`src/rtl/screen_scanner_pkg.sv`:
```
// Shared constants and state type for the screen read-side scanner.
package screen_pkg;

    localparam int unsigned SCREEN_WORDS_PER_ROW = 32;
    localparam int unsigned SCREEN_ROWS          = 256;
    localparam int unsigned SCREEN_ADDR_W        = 13;
    localparam int unsigned PIX_PER_WORD         = 16;

    typedef enum logic [1:0] {
        IDLE,
        PRIME,
        STREAM
    } scan_state_e;

endpackage

```
`src/rtl/screen_scanner_if.sv`:
```
// Screen memory read port plus the outgoing pixel stream with its markers.
interface screen_scanner_if
    import screen_pkg::*;
#(
    parameter int unsigned ADDR_W = SCREEN_ADDR_W
);
    logic                    rd_en;
    logic [ADDR_W-1:0]       rd_addr;
    logic [PIX_PER_WORD-1:0] rd_data;
    logic                    pix;
    logic                    pix_valid;
    logic                    pix_ready;
    logic                    sof;
    logic                    eol;
    logic                    eof;

    modport master (
        output rd_en, rd_addr, pix, pix_valid, sof, eol, eof,
        input  rd_data, pix_ready
    );

    modport slave (
        input  rd_en, rd_addr, pix, pix_valid, sof, eol, eof,
        output rd_data, pix_ready
    );
endinterface

```
`src/rtl/screen_scanner_word_serializer.sv`:
```
// Shift register emitting one word LSB-first, backed by a one-word holding register.
module word_serializer
    import screen_pkg::*;
(
    input  logic                    clk,
    input  logic                    reset,
    input  logic                    clear,
    input  logic                    load,
    input  logic                    hold_wr,
    input  logic                    shift,
    input  logic [PIX_PER_WORD-1:0] din,
    output logic                    pix,
    output logic                    valid,
    output logic                    last,
    output logic                    hold_full
);
    localparam int unsigned BW = $clog2(PIX_PER_WORD);

    logic [PIX_PER_WORD-1:0] sh;
    logic [PIX_PER_WORD-1:0] hold;
    logic [BW-1:0]           bcnt;

    assign pix  = sh[0];
    assign last = (bcnt == BW'(PIX_PER_WORD - 1));

    // On acceptance of the final bit the held word drops straight in, so words abut.
    always_ff @(posedge clk) begin
        if (reset || clear) begin
            sh        <= '0;
            hold      <= '0;
            bcnt      <= '0;
            valid     <= 1'b0;
            hold_full <= 1'b0;
        end else begin
            if (load) begin
                sh    <= din;
                bcnt  <= '0;
                valid <= 1'b1;
            end else if (shift) begin
                if (last) begin
                    sh        <= hold;
                    valid     <= hold_full;
                    bcnt      <= '0;
                    hold_full <= 1'b0;
                end else begin
                    sh   <= sh >> 1;
                    bcnt <= bcnt + BW'(1);
                end
            end
            if (hold_wr) begin
                hold      <= din;
                hold_full <= 1'b1;
            end
        end
    end
endmodule

```
`src/rtl/screen_scanner.sv`:
```
// Raster-order reader of the screen memory producing a framed 1-bit pixel stream.
module screen_scanner
    import screen_pkg::*;
#(
    parameter int unsigned WORDS_PER_ROW = SCREEN_WORDS_PER_ROW,
    parameter int unsigned ROWS          = SCREEN_ROWS,
    parameter int unsigned ADDR_W        = SCREEN_ADDR_W
) (
    input  logic             clk,
    input  logic             reset,
    input  logic             enable,
    output logic             busy,
    screen_scanner_if.master bus
);
    localparam int unsigned XW = $clog2(WORDS_PER_ROW * PIX_PER_WORD);
    localparam int unsigned YW = $clog2(ROWS);
    localparam logic [XW-1:0] X_LAST = XW'(WORDS_PER_ROW * PIX_PER_WORD - 1);
    localparam logic [YW-1:0] Y_LAST = YW'(ROWS - 1);

    scan_state_e       state;
    logic [XW-1:0]     x, x_n;
    logic [YW-1:0]     y, y_n;
    logic [ADDR_W-1:0] addr;
    logic              rd_pend;
    logic              sof_q, eol_q, eof_q;
    logic              rd_c, accept, at_eof, goto_idle;
    logic              ser_pix, ser_valid, ser_last, hold_full;

    word_serializer u_ser (
        .clk      (clk),
        .reset    (reset),
        .clear    (goto_idle),
        .load     (state == PRIME),
        .hold_wr  (rd_pend && (state == STREAM)),
        .shift    (accept),
        .din      (bus.rd_data),
        .pix      (ser_pix),
        .valid    (ser_valid),
        .last     (ser_last),
        .hold_full(hold_full)
    );

    assign bus.rd_en     = rd_c;
    assign bus.rd_addr   = addr;
    assign bus.pix       = ser_pix;
    assign bus.pix_valid = ser_valid;
    assign bus.sof       = sof_q;
    assign bus.eol       = eol_q;
    assign bus.eof       = eof_q;

    // Read issue, acceptance and next raster position.
    always_comb begin
        accept    = (state == STREAM) && ser_valid && bus.pix_ready;
        at_eof    = (x == X_LAST) && (y == Y_LAST);
        goto_idle = accept && at_eof && !(enable && hold_full);
        x_n       = (x == X_LAST) ? '0 : x + XW'(1);
        y_n       = y;
        if (x == X_LAST) begin
            y_n = (y == Y_LAST) ? '0 : y + YW'(1);
        end
        rd_c = 1'b0;
        if (!reset) begin
            case (state)
                IDLE:    rd_c = enable;
                // addr==0 while streaming means the next read is the following frame's first word
                STREAM:  rd_c = !hold_full && !rd_pend && !goto_idle && ((addr != '0) || enable);
                default: rd_c = 1'b0;
            endcase
        end
    end

    always_ff @(posedge clk) begin
        if (reset) begin
            state   <= IDLE;
            addr    <= '0;
            rd_pend <= 1'b0;
            x       <= '0;
            y       <= '0;
            sof_q   <= 1'b0;
            eol_q   <= 1'b0;
            eof_q   <= 1'b0;
            busy    <= 1'b0;
        end else begin
            rd_pend <= rd_c;
            if (rd_c) begin
                addr <= addr + ADDR_W'(1);
            end
            case (state)
                IDLE: begin
                    if (enable) begin
                        state <= PRIME;
                        busy  <= 1'b1;
                    end
                end
                PRIME: begin
                    state <= STREAM;
                    x     <= '0;
                    y     <= '0;
                    sof_q <= 1'b1;
                    eol_q <= 1'b0;
                    eof_q <= 1'b0;
                end
                STREAM: begin
                    if (goto_idle) begin
                        state <= IDLE;
                        busy  <= 1'b0;
                        addr  <= '0;
                        x     <= '0;
                        y     <= '0;
                        sof_q <= 1'b0;
                        eol_q <= 1'b0;
                        eof_q <= 1'b0;
                    end else if (accept) begin
                        x     <= x_n;
                        y     <= y_n;
                        sof_q <= (x_n == '0) && (y_n == '0);
                        eol_q <= (x_n == X_LAST);
                        eof_q <= (x_n == X_LAST) && (y_n == Y_LAST);
                    end
                end
                default: state <= IDLE;
            endcase
            // A mid-frame word boundary must always find the prefetched word waiting.
            if (accept && ser_last && !at_eof) begin
                assert (hold_full);
            end
        end
    end
endmodule

```
`src/flat_wrapper.sv`:
```
// flat-port wrapper written by rule: the top's interface ports become plain ports
module screen_scanner_flat import screen_pkg::*;
#(
    parameter int unsigned WORDS_PER_ROW = SCREEN_WORDS_PER_ROW,
    parameter int unsigned ROWS          = SCREEN_ROWS,
    parameter int unsigned ADDR_W        = SCREEN_ADDR_W
)
  (clk, reset, enable, busy, bus_rd_en, bus_rd_addr, bus_pix, bus_pix_valid, bus_sof, bus_eol, bus_eof, bus_rd_data, bus_pix_ready);
  screen_scanner_if #(.ADDR_W(ADDR_W)) bus_i ();
  input  logic clk;
  input  logic reset;
  input  logic enable;
  output logic busy;
  output wire logic [$bits(bus_i.rd_en)-1:0] bus_rd_en;
  output wire logic [$bits(bus_i.rd_addr)-1:0] bus_rd_addr;
  output wire logic [$bits(bus_i.pix)-1:0] bus_pix;
  output wire logic [$bits(bus_i.pix_valid)-1:0] bus_pix_valid;
  output wire logic [$bits(bus_i.sof)-1:0] bus_sof;
  output wire logic [$bits(bus_i.eol)-1:0] bus_eol;
  output wire logic [$bits(bus_i.eof)-1:0] bus_eof;
  input wire logic [$bits(bus_i.rd_data)-1:0] bus_rd_data;
  input wire logic [$bits(bus_i.pix_ready)-1:0] bus_pix_ready;
  assign bus_rd_en = bus_i.rd_en;
  assign bus_rd_addr = bus_i.rd_addr;
  assign bus_pix = bus_i.pix;
  assign bus_pix_valid = bus_i.pix_valid;
  assign bus_sof = bus_i.sof;
  assign bus_eol = bus_i.eol;
  assign bus_eof = bus_i.eof;
  assign bus_i.rd_data = bus_rd_data;
  assign bus_i.pix_ready = bus_pix_ready;
  screen_scanner #(.WORDS_PER_ROW(WORDS_PER_ROW), .ROWS(ROWS), .ADDR_W(ADDR_W)) u_core (.clk(clk), .reset(reset), .enable(enable), .busy(busy), .bus(bus_i));
endmodule
```
`config.mk`:
```
export PLATFORM = sky130hd
export DESIGN_NAME = screen_scanner_flat
export DESIGN_NICKNAME = d
export VERILOG_FILES = /design/src/rtl/screen_scanner_pkg.sv /design/src/rtl/screen_scanner_if.sv /design/src/rtl/screen_scanner_word_serializer.sv /design/src/rtl/screen_scanner.sv /design/src/flat_wrapper.sv
export SDC_FILE = /design/constraint.sdc
export NUM_CORES = 1
export LEC_CHECK = 0
export BUFFER_PORTS_ARGS = -buffer_cell sky130_fd_sc_hd__buf_2
export CORE_MARGIN = 2
export CORE_UTILIZATION = 63
export CTS_CLUSTER_SIZE = 28
export DETAILED_ROUTE_END_ITERATION = 8
export GPL_ROUTABILITY_DRIVEN = 0
export HOLD_SLACK_MARGIN = 0.1
export MAX_ROUTING_LAYER = met4
export PLACE_DENSITY = 0.82
export SLEW_MARGIN = 15
export SYNTH_ARGS = -nofsm -noshare
export SYNTH_HDL_FRONTEND = slang
export SYNTH_SLANG_ARGS = --single-unit
export TNS_END_PERCENT = 10
```
`constraint.sdc`:
```
create_clock -name clk -period 4.11 [get_ports clk]
set_input_delay 0.6165 -clock clk [delete_from_list [all_inputs] [get_ports clk]]
set_output_delay 0.6165 -clock clk [all_outputs]
set_load 0.01 [all_outputs]
```
Word level (Yosys, flattened, before mapping)
Cells that the tools add are included.
{ "op_classes": {"n_addsub": 4, "eq_ne": 11, "mux": 40, "reduce_logical": 34} }
{ "ops": {"columns": ["cell", "n"], "rows": [
  ["$mux 16", 3],
  ["$mux 13", 3],
  ["$mux 8", 4],
  ["$mux 9", 3],
  ["$eq 9x9->1 const B", 2],
  ["$pmux 9 s2", 1],
  ["$eq 8x8->1 const B", 2],
  ["$mux 1", 16],
  ["$pmux 8 s2", 1],
  ["$add 13x1->13 const B", 1],
  ["$reduce_bool 13->1", 1],
  ["$logic_and 1x1->1", 12],
  ["$reduce_bool 2->1", 6],
  ["$pmux 1 s2", 5],
  ["$add 9x1->9 const B", 1],
  ["$logic_not 9->1", 1],
  ["$add 8x1->8 const B", 1],
  ["$logic_not 8->1", 1],
  ["$pmux 2 s3", 1],
  ["$reduce_and 2->1", 3],
  ["$reduce_and 3->1", 2],
  ["$add 4x1->4 const B", 1],
  ["$eq 4x4->1 const B", 1],
  ["$logic_not 1->1", 4],
  ["other kinds (10)", 13]
]} }
{ "word_totals": {"regBits": 75, "output_inout_bits": 20} }

Logic depth before layout (Yosys ltp)
{ "logic_depth": {"ltp_word": 13, "ltp_mapped": 11, "mapped_depth_nobuf": 10} }

Modules after synthesis
From an unflattened synthesis, not the netlist that was laid out.
{ "hier_totals": {"hier_cells": 458, "area_unflattened_um2": 3877.5} }
{ "by_module_without_submodules": {"columns": ["mod", "instances", "cells_each", "area_per_inst_um2", "seq_area_each_um2"], "rows": [
  ["screen_scanner", 1, 268, 2177.1, 740.7],
  ["word_serializer", 1, 190, 1700.4, 760.7]
]} }

Least setup slack after synthesis
No wires, ideal clock.
{ "synth_path": {"path_kind": "register to output", "start": "register u_core.x[0]", "end": "output port bus_rd_en", "arrival_time_ns": 2.185, "required_time_ns": 3.493, "setup_slack_ns": 1.309, "stages_incl_launch_ff": 10, "cell_sequence": "dfxtp_1 > ha_1 > nand3_1 > nor3_1 > ha_1 > nand4_1 > o41a_1 > a31oi_4 > buf_6 > inv_1"} }
{ "synth_between": {"elab_chain_cells": 9} }
{ "synth_rtl": {"columns": ["element", "line", "rtl"], "rows": [
  ["from (decl)", "screen_scanner.sv:21", "logic [XW-1:0] x, x_n;"],
  ["from (signal assigned)", "screen_scanner.sv:114", "x <= x_n;"],
  ["$eq 9x9->1", "screen_scanner.sv:54", "at_eof = (x == X_LAST) && (y == Y_LAST);"],
  ["$logic_and 1x1->1", "screen_scanner.sv:54", null],
  ["$logic_and 1x1->1 (2 in series)", "screen_scanner.sv:55", "goto_idle = accept && at_eof && !(enable && hold_full);"],
  ["$logic_not 1->1", "screen_scanner.sv:66", "STREAM: rd_c = !hold_full && !rd_pend && !goto_idle && ((addr != '0) || enable);"],
  ["$logic_and 1x1->1 (2 in series)", "screen_scanner.sv:66", null],
  ["$pmux 1 s2", "screen_scanner.sv:63", "case (state)"],
  ["$mux 1", "screen_scanner.sv:62", "if (!reset) begin"],
  ["to (decl)", "flat_wrapper.sv:14", "output wire logic [$bits(bus_i.rd_en)-1:0] bus_rd_en;"]
]} }
Every way passes these cells.

Worst setup path after layout
Ends and elaborated chain as after synthesis.

==> reports/metrics.yaml <==
status:
  status: "finished clean"
floorplan:
  rows: 28
  die_width_um: 81.4
  start_util: 0.645
  coreArea_um2: 5850
  dieArea_um2: 6620
  boundaryPins: 40
  die_y_um: 81.4
global_route:
  grt_antenna_before_repair: 0
  grt_max_degree: 44
  grt_pass1_wl_mm: 14.2
  grt_pass1_vias: 3326
  grt.overflow.total: 0
  grt_usage: 0.282
synthesis:
  synthCells: 491
  synth_common_cells: "nand2_1, dfxtp_1, a21oi_1, nor2_1, clkbuf_1"
  synth_cell_type_count: 53
  synth_compound_area_frac: 0.215
  yosysWarnings: 0
  synth_area_um2: 3770
  synth_area_leader_cell: "dfxtp_1"
  yosys.area_share.simple: 0.274
  synth.area.mux_share: 0.0113
  synth_flop_cell: "dfxtp_1"
  yosysMostFrequentCell: "nand2_1"
  synth_xor_area_frac: 0.0209
  netlist.area_leader.share: 0.398
  yosysSeqAreaShare: 0.398
  syn-mean-instance-area_um2: 7.68
  synth_top_family_by_area: "simple AND/OR/NAND/NOR gates"
  ys_ff_latch: 75
  synth_area_leaders: "dfxtp_1, nand2_1, a21oi_1, nor2_1, a311oi_1"
  synth-edff-count: 0
  synthArstFlopShare: 0
  synthAdderAreaFrac: 0.0265
  postSynthNetCount: 519
clocking:
  cts_buffer_depth: 2
  cts_root_buffer: "clkbuf_8"
  numCtsBuffers: 9
  numClockSinks: 75
  ctsResizeCount: 0
  cts_max_level: 3
  clkLatencyLatePin_ns: 0.35
  hold_buffers: 0
  cts_tree: "built"
  clk_pin_slew_worst_paths_ns: 0.08
  postCtsSetupRepairBufs: 0
pwr:
  p_sw_frac: 0.220
  combPwrFrac: 0.067
  p_int_uw: 1250
  pwr-share-clk: 0.466
  seqPwrFrac: 0.468
  p_leak_uw: 0.00153
  power.switching_uw: 354
  power.density_nw_per_um2: 383
  vdd_drop_max_v: 0.000248
cells_and_area:
  syn_to_final_growth_pct: 11.4
  drive_gt1_frac: 0.132
  fin_nets: 539
  finish.utilization: 0.718
  postLayoutCellArea_um2: 4200
  diodes: 0
worst_hold_path:
  min_to: "u_core.bus.eol$_SDFFE_PP0P_"
  holdCritStartpoint: "u_core.bus.eol$_SDFFE_PP0P_"
  holdPathStages: 2
  hold_path.class: "reg -> reg"
worst_setup_path:
  startpoint_type: "flop"
  path_cells: "ha_1 > nand3_1 > nor3_1 > ha_1 > nand4_1 > o41a_1 > a31oi_4 > inv_1 > buf_2"
  worstReg2RegEnd: "u_core.bus.sof$_SDFFE_PP0P_"
  end_kind: "output port"
  r2r_slack_ns: 1.16
  crit_buf_inv: 2
  worst_ep_required_time_ns: 3.49
  cp.arrival_ns: 2.84
  worst-setup-path-type: "reg -> out"
  startpoint: "u_core.x[0]$_SDFFE_PP0P_"
  worstRegToRegCells: 10
  crit_slowest_cell: "o41a_1"
  reg2reg_from: "u_core.x[0]$_SDFFE_PP0P_"
  cpLargestDelayFamily: "compound AO/OA/AOI/OAI gates"
  crit_top_cell: "ha_1"
  path_max_fanout: 8
  slowest_delay_ns: 0.55
route:
  wl_per_cell_um: 14.6
  drc: 0
  antenna_left: 0
  vias_per_cell: 5.94
  vias: 3507
  first_pass_iters: 4
  wl_mm: 8.62
  drt_iter0_markers: 254
sta:
  setup_viol: 0
  setup-tns-final_ns: 0
  fin_worst_skew_ns: 0.00711
  worstMarginPinSlew_ns: 0.759
  rsz0062_at_grt: "no"
  finalCritPeriodShare: 0.840
  slew_headroom: 0.493
  fin_crit_ns: 3.45
  fmax_ghz: 0.290
  finalMaxSlewViolations: 0
  hold_violations: 0
run:
  cap_violations: 0
place:
  place_area_um2: 3940
  io_buffers: 39
  dp_hpwl_mm: 5.60
==> cells in the final DEF, fill, tap and decap left out, types with 7 or more instances in the layout <==
master and count:
a311oi_1 20, buf_2 39, nor2_1 54, clkbuf_8 10, dfxtp_1 75, inv_1 11, a21oi_1 55, nand4_1 8
nand3_1 14, nand2_1 100, or3_1 10, o21ai_0 15, ha_1 8, o31ai_1 7
==> power groups by stage <==
| stage | Clock (µW) | Combinational [µW] | Sequential (µW) |
|---|---|---|---|
| after floorplan | 0 | 74.0 | 768 |
| after global placement | 0 | 105 | 768 |
| after detailed placement | 0 | 107 | 768 |
| after CTS | 756 | 107 | 751 |
| after global routing | 780 | 119 | 754 |
| final | 748 | 107 | 752 |
==> worst min-delay path, stage by stage, from the launching register on <==
cell and delay, ns:
dfxtp_1 0.31, nand2_1 0.05, a21oi_1 0.05
==> registers in the layout, indices dropped and copies added, names as in the netlist <==
| signal | cells |
|---|---|
| u_core.bus.rd_addr | 13 |
| u_core.bus.sof | 1 |
| u_core.state | 2 |
| u_core.x | 9 |
| u_core.u_ser.hold_full | 1 |
| u_core.bus.eof | 1 |
| u_core.busy | 1 |
| u_core.u_ser.valid | 1 |
| u_core.u_ser.bcnt | 4 |
| u_core.y | 8 |
| u_core.u_ser.hold | 16 |
| u_core.u_ser.sh | 16 |
| u_core.bus.eol | 1 |
| u_core.rd_pend | 1 |
==> worst max-delay path by stage <==
stage,end,slack [ns],cells past startpoint
global placement,bus_rd_en,1.19,9
CTS,bus_rd_en,0.67,9
detailed placement,bus_rd_en,1.11,9
floorplan,bus_rd_en,1.31,9
finish,bus_rd_en,0.66,9
global route,bus_rd_en,0.45,9
==> logic make-up after synthesis <==
kind of cell,count (synthesis)
AO/OA/AOI/OAI,126
adder cells (fa/ha/maj),8
multiplexers,4
flip-flops,75
XOR/XNOR,9
AND/OR/NAND/NOR,223
buffers and inverters,46
==> final cells by class <==
class / instances / area (µm²)
multi-input cells: 370 / 2070
fillers: 469 / 1650
flip-flops and latches: 75 / 1500
repair buffers: 44 / 233
clock buffers: 10 / 138
clock inverters: 5 / 125
well taps: 75 / 93.8
inverters: 11 / 41.3
==> routing by layer <==
layer,vias up,track usage,wire length (µm)
li1,1776,-,-
met1,1612,0.325,3810
met2,104,0.471,4210
met3,15,0.0533,485
met4,0,0.134,116
met5,-,-,0
==> through the flow <==
stage | worst slack (ns) | std cells | hold WS [ns] | power [µW]
2_1_floorplan | 1.31 | 491 | 0.432 | 842
3_3_place_gp | 1.19 | 575 | 0.431 | 872
3_5_place_dp | 1.11 | 575 | 0.445 | 875
4_1_cts | 0.672 | 590 | 0.457 | 1610
5_1_grt | 0.450 | 590 | 0.478 | 1650
6_report | 0.658 | 590 | 0.449 | 1610
(Power assumes the default switching activity.)
